[src/rtl/sha256_padder.sv]
// sha256_padder
//   Front end of the SHA-256 transform. Accepts a byte-granular message as
//   32-bit big-endian words and emits 512-bit chunks (16 words) with the
//   standard padding: a 0x80 marker byte, zero fill, and the 64-bit
//   big-endian message bit length. An extra chunk is emitted when the length
//   field does not fit behind the marker. The final chunk of each message is
//   flagged with chunk_last.
//
//   State table:
//     FILL | accepting message words into the chunk buffer
//     PAD  | writing one padding/length word per cycle until word 15
//     SEND | presenting the buffered chunk until chunk_data_rdy
//
// Ports
//   clk            clock, rising edge
//   rst            asynchronous reset, active low
//   msg_vld/rdy    input word handshake
//   msg_data       message word, byte 0 in [31:24]
//   msg_last       final word of the message
//   msg_bytes      valid bytes in the word (0..4)
//   chunk_data_vld/rdy  output chunk handshake
//   chunk_data     16 words, chunk_data[0] is the first word
//   chunk_last     final chunk of the message (qualified by chunk_data_vld)
module sha256_padder #(
  parameter int LEN_W = 64
) (
  input  logic              clk,
  input  logic              rst,
  input  logic              msg_vld,
  output logic              msg_rdy,
  input  logic [31:0]       msg_data,
  input  logic              msg_last,
  input  logic [2:0]        msg_bytes,
  output logic              chunk_data_vld,
  input  logic              chunk_data_rdy,
  output logic [15:0][31:0] chunk_data,
  output logic              chunk_last
);

  typedef enum logic [1:0] {FILL, PAD, SEND} state_t;

  state_t            state_q, state_d;
  logic [15:0][31:0] buffer;
  logic [3:0]        widx;
  logic [LEN_W-1:0]  bitlen;
  logic              pend80;
  logic              need_extra;
  logic              fit;
  logic              last_q;

  logic              accept;
  logic [2:0]        eff_bytes;
  logic [31:0]       word_in;
  logic [63:0]       len64;
  logic [31:0]       pad_word;
  logic              fit_new;

  assign accept = msg_vld && (state_q == FILL);

  // Short words are only legal on the final word; otherwise treat as full.
  assign eff_bytes = (!msg_last || (msg_bytes > 3'd4)) ? 3'd4 : msg_bytes;

  // Invalid bytes are zeroed; a short final word also carries the marker.
  always_comb begin
    word_in = msg_data;
    case (eff_bytes)
      3'd0:    word_in = 32'h8000_0000;
      3'd1:    word_in = {msg_data[31:24], 24'h80_0000};
      3'd2:    word_in = {msg_data[31:16], 16'h8000};
      3'd3:    word_in = {msg_data[31:8], 8'h80};
      default: word_in = msg_data;
    endcase
  end

  // The length field fits if the word after the marker is at most 14.
  // A full final word pushes the marker itself into the next word.
  assign fit_new = (eff_bytes == 3'd4) ? (widx <= 4'd12) : (widx <= 4'd13);

  always_comb begin
    len64 = '0;
    len64[LEN_W-1:0] = bitlen;
  end

  always_comb begin
    pad_word = '0;
    if (pend80)
      pad_word = 32'h8000_0000;
    else if (fit && (widx == 4'd14))
      pad_word = len64[63:32];
    else if (fit && (widx == 4'd15))
      pad_word = len64[31:0];
  end

  always_comb begin
    state_d = state_q;
    case (state_q)
      FILL: begin
        if (accept) begin
          if (widx == 4'd15)
            state_d = SEND;
          else if (msg_last)
            state_d = PAD;
        end
      end
      PAD: begin
        if (widx == 4'd15)
          state_d = SEND;
      end
      SEND: begin
        if (chunk_data_rdy)
          state_d = (need_extra || pend80) ? PAD : FILL;
      end
      default: state_d = FILL;
    endcase
  end

  assign msg_rdy        = (state_q == FILL);
  assign chunk_data_vld = (state_q == SEND);
  assign chunk_data     = (state_q == SEND) ? buffer : '0;
  assign chunk_last     = (state_q == SEND) && last_q;

  always_ff @(posedge clk or negedge rst) begin
    if (!rst)
      state_q <= FILL;
    else
      state_q <= state_d;
  end

  always_ff @(posedge clk or negedge rst) begin
    if (!rst) begin
      buffer     <= '0;
      widx       <= '0;
      bitlen     <= '0;
      pend80     <= 1'b0;
      need_extra <= 1'b0;
      fit        <= 1'b0;
      last_q     <= 1'b0;
    end else begin
      case (state_q)
        FILL: begin
          if (accept) begin
            buffer[widx] <= word_in;
            bitlen       <= bitlen + LEN_W'({eff_bytes, 3'b000});
            widx         <= widx + 4'd1;
            last_q       <= 1'b0;
            if (msg_last) begin
              pend80     <= (eff_bytes == 3'd4);
              fit        <= fit_new;
              need_extra <= !fit_new;
            end
          end
        end
        PAD: begin
          buffer[widx] <= pad_word;
          pend80       <= 1'b0;
          widx         <= widx + 4'd1;
          if (widx == 4'd15)
            last_q <= fit;
        end
        SEND: begin
          if (chunk_data_rdy) begin
            widx   <= '0;
            buffer <= '0;
            if (need_extra || pend80) begin
              // Follow-on chunk always has room for the length field.
              need_extra <= 1'b0;
              fit        <= 1'b1;
            end else if (last_q) begin
              bitlen <= '0;
            end
          end
        end
        default: ;
      endcase
    end
  end

endmodule

[config.mk]
export PLATFORM = sky130hd
export DESIGN_NAME = sha256_padder
export DESIGN_NICKNAME = d
export VERILOG_FILES = /design/src/rtl/sha256_padder.sv
export SDC_FILE = /design/constraint.sdc
export NUM_CORES = 1
export LEC_CHECK = 0
export BUFFER_PORTS_ARGS = -buffer_cell sky130_fd_sc_hd__buf_2
export CAP_MARGIN = 20
export CORE_MARGIN = 2
export CORE_UTILIZATION = 45
export DETAILED_ROUTE_END_ITERATION = 6
export GPL_ROUTABILITY_DRIVEN = 0
export PLACE_DENSITY = 0.71
export SYNTH_ARGS = -nofsm -noshare
export SYNTH_HDL_FRONTEND = slang
export SYNTH_SLANG_ARGS = --single-unit
[constraint.sdc]
create_clock -name clk -period 7.4 [get_ports clk]
set_clock_uncertainty 0.1 [all_clocks]
set_input_delay 2.22 -clock clk [delete_from_list [all_inputs] [get_ports clk]]
set_output_delay 2.22 -clock clk [all_outputs]
set_load 0.05 [all_outputs]
After elaboration in Yosys (flattened, before gate mapping)
Cells that the tools add are included.
{"block": "totals", "register_bits": 586, "in_bits": 40, "out_inout_bits": 515, "elab_cells": 111}
{"block": "op_classes", "add_sub_neg": 2, "n_lt_le_gt_ge": 5, "n_eq_ne": 16, "n_mux": 45, "reduce_logical": 20}
{"op": "512-bit 2-to-1 mux", "n": 3}
{"op": "512-bit case mux with 3 select lines", "n": 1}
{"op": "512-bit bitwise mux", "n": 2}
{"op": "64-bit 2-to-1 mux", "n": 4}
{"op": "32-bit demux with 4-bit select", "n": 1}
{"op": "32-bit 2-to-1 mux", "n": 4}
{"op": "32-bit case mux with 4 select lines", "n": 1}
{"op": "64-bit case mux with 2 select lines", "n": 1}
{"op": "64-bit by 6-bit adder with 64-bit output", "n": 1}
{"op": "1-bit 2-to-1 mux", "n": 14}
{"op": "4-bit case mux with 3 select lines", "n": 1}
{"op": "2-bit 2-to-1 mux", "n": 5}
{"op": "2-bit by 1-bit inequality test with 1-bit output, second input constant", "n": 5}
{"op": "5-bit AND reduction", "n": 2}
{"op": "3-bit AND reduction", "n": 3}
{"op": "4-bit == test, second input constant", "n": 2}
{"op": "4-bit <= comparator, second input constant", "n": 2}
{"op": "4-bit 2-to-1 mux", "n": 2}
{"op": "1-bit case mux with 2 select lines", "n": 4}
{"op": "3-bit by 2-bit == test with 1-bit output, second input constant", "n": 2}
{"op": "2-bit case mux with 3 select lines", "n": 1}
{"op": "1-bit logical AND", "n": 5}
{"op": "4-bit by 5-bit < comparator with 1-bit output, second input constant", "n": 1}
{"op": "4-bit by 1-bit adder with 4-bit output, second input constant", "n": 1}
{"op": "other kinds (16)", "n": 20}

Depth between registers and ports, before layout
Gate-level depths: netlist (run 1).
{"block": "logic_depth", "word_depth": 9, "depth_mapped": 11, "ltp_nobuf": 9}

Worst setup path before layout (run 1)
Ideal clock, no wire load.
{"block": "synth_path", "path_kind": "input to register", "startpoint": "input port msg_last", "endpoint": "register bitlen[61]", "setup_ns": 0.078, "arrival_ns": 5.067, "required_time_ns": 7.222, "setup_slack_ns": 2.155, "path_stages": 10, "path_buffers": 2, "cell_sequence": "nor2b_1 > clkinv_1 > clkbuf_1 > ha_1 > a21oi_1 > nor4b_1 > nand4_1 > clkbuf_1 > or4_1 > a21oi_1"}
{"block": "synth_via", "elab_chain_cells": 6}
{"item": "start, declared", "line": "32", "rtl": "input logic msg_last,"}
{"item": "1-bit logical NOT", "line": "61", "rtl": "assign eff_bytes = (!msg_last || (msg_bytes > 3'd4)) ? 3'd4 : msg_bytes;"}
{"item": "1-bit logical OR", "line": "61"}
{"item": "3-bit 2-to-1 mux", "line": "61"}
{"item": "64-bit by 6-bit adder with 64-bit output", "line": "143", "rtl": "bitlen <= bitlen + LEN_W'({eff_bytes, 3'b000});"}
{"item": "64-bit 2-to-1 mux", "line": "141", "rtl": "if (accept) begin"}
{"item": "64-bit case mux with 2 select lines", "line": "139", "rtl": "case (state_q)"}
{"item": "end signal, assigned", "line": "143"}
{"item": "end, declared", "line": "45", "rtl": "logic [LEN_W-1:0] bitlen;"}
Every way passes these cells. The select of a mux whose other input is x is not followed.
A chain may end at the register's enable or synchronous reset.

==> impl_metrics.csv, run 1 <==
group,metric,value,unit
pwr,design_power_total,14.8,mW
pwr,peak_supply_drop,0.000432,V
synthesis,synth-seq-area-share,0.515,
placement,worst_slack_at_placement,1.45,ns
final_layout,multi_input_comb_area,12700,µm²
sta,fin_ws,1.88,ns
hold_path,worst_hold_path_type,"flop to flop",
global_routing,pin_count_of_the_biggest_net_entering_global_routing,286,
global_routing,wire_length_of_the_first_global_routing_pass,162,mm
sta,tightestPinTransition,1.25,ns
routing,vias,26300,
sta,totalNegativeSetupSlack,0,ns
clock_network,hold_buffers,0,
routing,route.detailed.wl_per_inst,26.3,µm
clock_network,cts.sink_count,583,
clock_network,cts-resized-gates,0,
synthesis,netlist_area,28300,µm²
run_status,outcome,"finished clean",
sta,rsz0062_at_grt,"no",
hold_path,timing.hold.worst_endpoint,"buffer[308]$_DFFE_PN0P_",
critical_path,critical_path_class,"flop to output port",
sta,timing.final.setup_violations,0,
critical_path,worstReg2RegStart,"widx[0]$_DFFE_PN0P_",
floorplan,design.core.area,61900,µm²
routing,route.detailed.vias_per_inst,6.09,
final_layout,nNetsFinal,3482,
placement,place_hpwl,78.0,mm
critical_path,critPathLaunchType,"flop",
clock_network,post_cts.repair.setup_buffers,0,
floorplan,ioPinCount,555,
synthesis,postSynthCellCount,3033,
hold_path,worstHoldStart,"buffer[308]$_DFFE_PN0P_",
routing,initialDrtViolationCount,2962,
clock_network,path_clk_slew,0.06,ns
sta,maxClockFrequency,181,MHz
synthesis,ys_ff_latch,583,
floorplan,initial_utilization,0.457,
synthesis,synth_edf_count,0,
routing,detail_route.drc_violations,0,
placement,placement.io_buffers,554,
final_layout,final_core_utilization,0.545,
global_routing,number_of_global_route_vias_before_repair,24400,
floorplan,design.die.area,64900,µm²
final_layout,num-fill-cells,5670,
synthesis,netlist_top_cells_area,"dfrtp_1, and2_1, a22o_1, o21ai_0, nand2_1",
clock_network,h-tree-depth,2,
sta,final.min_clock_period,5.52,ns
sta,final_cycle_share,0.746,
critical_path,cp_max_fo,285,
synthesis,postSynthAreaPerCell,9.33,µm²
final_layout,post_route_cells_drive_above_1_share,0.212,
pwr,power_per_cell_area,439,nW/µm²
synthesis,ys_types,65,
final_layout,syn2layout_area_growth,19.3,%
synthesis,postSynthNetCount,3085,
clock_network,cts.path.max_buffers,3,
flow_run,drv.max_cap_violation_count,0,
synthesis,synthDominantAreaCellType,"dfrtp_1",
hold_path,whs_path_depth,2,
clock_network,worstSkewPairLatency,0.63,ns
sta,final_hold_viol_count,0,
sta,report.final.slew_viol_count,0,
clock_network,tritoncts_clock_tree,"done",
global_routing,number_of_antenna_violations_at_the_first_check_in_global_routing,14,
floorplan,chip_width,255,µm
synthesis,synthArstFlopShare,1.00,
critical_path,arrival_time_of_the_worst_setup_path,3.20,ns
clock_network,cts-root-buf,"clkbuf_16",
pwr,power.leakage,16.9,nW
critical_path,rr_endpoint,"buffer[129]$_DFFE_PN0P_",
critical_path,r2r_slack,3.25,ns
routing,ant_nets,0,
critical_path,critical_path.startpoint,"state_q[0]$_DFFE_PN0P_",
final_layout,ff_latch_area,14600,µm²
global_routing,grt.total_usage,0.338,
critical_path,end_kind,"output port",
global_routing,grt.overflow.total,0,
placement,place_area,31700,µm²
synthesis,ys.flop_type,"dfrtp_1",
critical_path,worst-endpoint-required,5.08,ns
critical_path,worst-r2r-cell-count,7,
routing,postRouteWirelength,114,mm
sta,slew-limit-headroom,0.166,
synthesis,synth.yosys.warnings,0,
routing,drt-pass1-iter-count,5,
floorplan,placementRows,91,
floorplan,dieHeight,255,µm
synthesis,synth_top_area_frac,0.515,
final_layout,final_design_area_no_fill,33800,µm²
clock_network,cts_made_buffers,61,
## cells in the final DEF (no fill, tap or decap), drive strengths merged, types with 19 or more instances in the layout
| cell | synthesis | final |
|---|---|---|
| or3 | 24 | 24 |
| o22ai | 63 | 63 |
| a22o | 161 | 161 |
| o21ai | 268 | 268 |
| or4 | 19 | 19 |
| nand2 | 302 | 302 |
| o31ai | 25 | 25 |
| nor2 | 219 | 219 |
| a22oi | 26 | 26 |
| nand4 | 22 | 22 |
| nand3 | 42 | 42 |
| dfrtp | 583 | 583 |
| o32a | 26 | 26 |
| clkbuf | 251 | 86 |
| buf | 20 | 605 |
| a21oi | 206 | 206 |
| inv | 23 | 24 |
| o22a | 30 | 30 |
| and2 | 525 | 525 |
## flip-flops by register name (all words and copies together) (netlist names)
name	flops
bitlen	61
widx	4
pend80	1
last_q	1
buffer	512
state_q	2
fit	1
need_extra	1
## layout make-up
type	instances	area share
Tap cell	837	0.0310
Multi-Input combinational cell	2155	0.377
Inverter	24	0.00267
Sequential cell	583	0.432
Clock buffer	86	0.0516
Antenna cell	15	0.00111
Timing Repair Buffer	605	0.0970
Clock inverter	21	0.00793
## kinds of logic after synthesis
logic type      count (synthesis)  share of synthesized area
fa+ha+maj                      12                    0.00557
simple gates                 1235                      0.228
flops                         583                      0.515
xor+xnor                       12                    0.00371
mux                             3                    0.00111
compound gates                893                      0.207
buf+inv                       295                     0.0394
## synth_stat cells (7+ instances only)
library cell,count
a21o_1,12
a21oi_1,206
a221o_1,11
a22o_1,161
a22oi_1,26
a2bb2oi_1,13
a31oi_1,10
a32oi_1,15
and2_1,523
and3_1,14
and4_1,10
buf_1,18
clkbuf_1,251
dfrtp_1,583
ha_1,11
inv_1,23
nand2_1,302
nand2b_1,8
nand3_1,42
nand4_1,22
nor2_1,219
nor2b_1,8
nor3_1,11
nor4_1,8
o21ai_0,252
o21ai_1,16
o22a_1,30
o22ai_1,63
o31ai_1,25
o32a_1,26
or3_1,24
or4_1,19
xor2_1,7
## metrics by stage
stage	hold slack [ns]	std cells
after floorplan	0.342	3033
after detailed placement	0.362	4202
final	0.369	4326
after CTS	0.375	4309
after global routing	0.389	4319
after global placement	0.353	4201
## report_power, final
part           switching (mW)  leakage, nW  total, mW  internal [mW]
Combinational            5.37         8.07       7.23           1.86
Clock                    1.34        0.984       3.15           1.81
Sequential              0.488         7.88       4.46           3.97
Total                    7.20         16.9       14.8           7.64
## routing by layer
metal / vias to the layer above / part of all wire / GRT usage / wire (µm)
met1: 13200 / 0.40 / 0.460 / 45000
met4: 10 / 0.057 / 0.194 / 6430
met3: 271 / 0.10 / 0.0780 / 11800
li1: 11400 / - / - / -
met2: 1470 / 0.44 / 0.494 / 50400
met5: - / 0.00062 / 0 / 71
## worst max-delay path by stage
stage | endpoint | slack (ns) | depth (start not counted)
after floorplan | bitlen[61]$_DFFE_PN0P_ | 2.16 | 10
after global placement | bitlen[60]$_DFFE_PN0P_ | 1.56 | 10
after detailed placement | bitlen[60]$_DFFE_PN0P_ | 1.45 | 10
after CTS | chunk_data[471] | 1.90 | 5
after global routing | chunk_data[165] | 1.75 | 5
final | chunk_data[265] | 1.88 | 5
## critical path: stages, from the launching register on
cell	delay (ns)
dfrtp_1	0.42
inv_1	0.18
ha_4	0.43
buf_12	0.56
and2_1	0.36
buf_2	0.31
No activity file was read; power rests on OpenSTA's default activity.
==> run 2, diff against run 1 <==
--- a/config.mk
+++ b/config.mk
@@ -11,7 +11,7 @@
 export CORE_UTILIZATION = 45
 export DETAILED_ROUTE_END_ITERATION = 6
 export GPL_ROUTABILITY_DRIVEN = 0
-export PLACE_DENSITY = 0.71
+export PLACE_DENSITY = 0.74
 export SYNTH_ARGS = -nofsm -noshare
 export SYNTH_HDL_FRONTEND = slang
 export SYNTH_SLANG_ARGS = --single-unit
==> constraint.sdc (replaced) <==
create_clock -name clk -period 4.7 [get_ports clk]
set_clock_uncertainty 0.1 [all_clocks]
set_input_delay 1.41 -clock clk [delete_from_list [all_inputs] [get_ports clk]]
set_output_delay 1.41 -clock clk [all_outputs]
set_load 0.05 [all_outputs]
==> run 2 against run 1 <==
First-iteration DRC count increased by 17%. Core utilization increased by 0.83 points. Total power rose by 60%. Worst setup slack got worse by 1.7 ns. Final cell count rose by 1.2%. Sequential power up 60%. Register-to-register slack lost 2.6 ns. Non-clock buffer count up 51. Worst hold slack hardly changed. Global-route usage rose by 0.23 points. Final area increased by 1.5%. Highest routed layer unchanged.
==> impl_metrics.csv, run 2 (synthesized netlist as in run 1, its figures left out) <==
group,metric,value,unit
sta,report.final.slew_viol_count,0,
routing,route.detailed.wl_per_inst,25.9,µm
routing,postRouteWirelength,113,mm
final_layout,final_common_cell,"dfrtp_1",
pwr,power_frac_comb,0.486,
floorplan,chip_width,255,µm
routing,ant_nets,0,
pwr,power.leakage,17.2,nW
sta,timing.final.setup_violations,0,
routing,route.detailed.vias_per_inst,6.15,
placement,worst_slack_at_placement,0.401,ns
routing,drt-pass1-iter-count,6,
sta,rsz0062_at_grt,"no",
clock_network,tritoncts_clock_tree,"done",
floorplan,design.die.area,64900,µm²
final_layout,largest_register_ffs,512,
critical_path,worst-endpoint-required,3.19,ns
critical_path,end_kind,"output port",
floorplan,placementRows,91,
final_layout,num-fill-cells,5543,
final_layout,post_route_cells_drive_above_1_share,0.224,
routing,vias,26900,
clock_network,post_cts.repair.setup_buffers,0,
critical_path,cp_max_fo,80,
global_routing,grt.total_usage,0.340,
sta,final_cycle_share,0.952,
clock_network,hold_buffers,0,
pwr,power_per_cell_area,694,nW/µm²
clock_network,cts-resized-gates,0,
critical_path,critical_path_class,"flop to output port",
floorplan,initial_utilization,0.457,
flow_run,drv.max_cap_violation_count,0,
pwr,seq_power_share,0.300,
floorplan,dieHeight,255,µm
pwr,peak_supply_drop,0.000420,V
global_routing,number_of_antenna_violations_at_the_first_check_in_global_routing,17,
clock_network,cts-root-buf,"clkbuf_16",
sta,tightestPinTransition,1.12,ns
global_routing,grt.overflow.total,0,
sta,totalNegativeSetupSlack,0,ns
sta,slew-limit-headroom,0.255,
clock_network,h-tree-depth,3,
sta,fin_ws,0.226,ns
pwr,clock_power_share,0.215,
clock_network,cts_made_buffers,66,
pwr,p_int,12.4,mW
floorplan,design.core.area,61900,µm²
run_status,outcome,"finished clean",
critical_path,critPathLaunchType,"flop",
placement,place_hpwl,80.7,mm
sta,final.min_clock_period,4.47,ns
global_routing,number_of_global_route_vias_before_repair,24700,
hold_path,worst_hold_path_type,"flop to flop",
floorplan,ioPinCount,555,
global_routing,wire_length_of_the_first_global_routing_pass,163,mm
clock_network,cts.path.max_buffers,3,
final_layout,largest_registers,"buffer (512), bitlen (61), widx (4)",
final_layout,syn2layout_area_growth,21.2,%
critical_path,arrival_time_of_the_worst_setup_path,2.96,ns
final_layout,top_register,"buffer",
sta,final_hold_viol_count,0,
final_layout,commonest_non_fill_non_tap_cells_in_the_layout,"dfrtp_1, buf_2, and2_1, nand2_1, o21ai_0",
routing,detail_route.drc_violations,0,
clock_network,path_clk_slew,0.06,ns
pwr,switching_share,0.481,
final_layout,nNetsFinal,3538,
routing,initialDrtViolationCount,3478,
placement,placement.io_buffers,554,
clock_network,worstSkewPairLatency,0.61,ns
global_routing,pin_count_of_the_biggest_net_entering_global_routing,112,
sta,maxClockFrequency,223,MHz
pwr,switching_power,11.4,mW
clock_network,cts.sink_count,583,
[run 2: metal layers]
| layer | routed length (µm) | up-vias | part of all wire | GRT usage |
|---|---|---|---|---|
| met3 | 12200 | 349 | 0.11 | 0.0798 |
| met4 | 6970 | 14 | 0.062 | 0.185 |
| met1 | 43400 | 13300 | 0.38 | 0.456 |
| met5 | 84 | - | 0.00074 | 0 |
| met2 | 50600 | 1731 | 0.45 | 0.510 |
| li1 | - | 11600 | - | - |
[run 2: metrics by stage]
step / power, mW / hold slack, ns / util / std cells / cell area (µm²)
detailed placement: 18.4 / 0.361 / 0.518 / 4250 / 32100
global placement: 18.2 / 0.353 / 0.518 / 4250 / 32100
global route: 24.8 / 0.383 / 0.553 / 4375 / 34300
CTS: 23.5 / 0.373 / 0.552 / 4366 / 34200
floorplan: 14.7 / 0.342 / - / 3033 / 28300
finish: 23.8 / 0.369 / 0.554 / 4377 / 34300
[run 2: power groups by stage]
stage	clock network [mW]	registers (mW)	logic, mW
floorplan	0	6.76	7.91
global placement	0	7.13	11.1
detailed placement	0	7.15	11.2
CTS	5.14	7.08	11.3
global route	5.33	7.25	12.2
finish	5.11	7.12	11.5
[run 2: worst paths after layout]
path | start | to | slack (ns) | cells past startpoint
setup / recovery | state_q[0]$_DFFE_PN0P_ | chunk_data[265] | 0.23 | 5
hold / removal | buffer[367]$_DFFE_PN0P_ | buffer[367]$_DFFE_PN0P_ | 0.37 | 2
setup reg to reg | state_q[0]$_DFFE_PN0P_ | bitlen[37]$_DFFE_PN0P_ | 0.68 | 7
hold reg to reg | buffer[367]$_DFFE_PN0P_ | buffer[367]$_DFFE_PN0P_ | 0.37 | 2
max in group asynchronous | rst | buffer[494]$_DFFE_PN0P_ | 2.74 | 2
min in group asynchronous | rst | buffer[297]$_DFFE_PN0P_ | 0.64 | 1
[run 2: layout make-up]
| type | count | area (µm²) | share of cell area |
|---|---|---|---|
| Inverter | 24 | 90.1 | 0.00263 |
| Sequential cell | 583 | 14600 | 0.426 |
| Multi-Input combinational cell | 2155 | 12700 | 0.371 |
| Timing Repair Buffer | 656 | 3740 | 0.109 |
| Clock inverter | 25 | 278 | 0.00810 |
| Clock buffer | 91 | 1820 | 0.0530 |
| Tap cell | 837 | 1050 | 0.0305 |
| Antenna cell | 6 | 15.0 | 0.000438 |
[run 2: critical path: stages (launching register included)]
cell,delay (ns)
dfrtp_1,0.42
inv_1,0.17
ha_4,0.75
buf_12,0.34
and2_1,0.29
buf_2,0.30
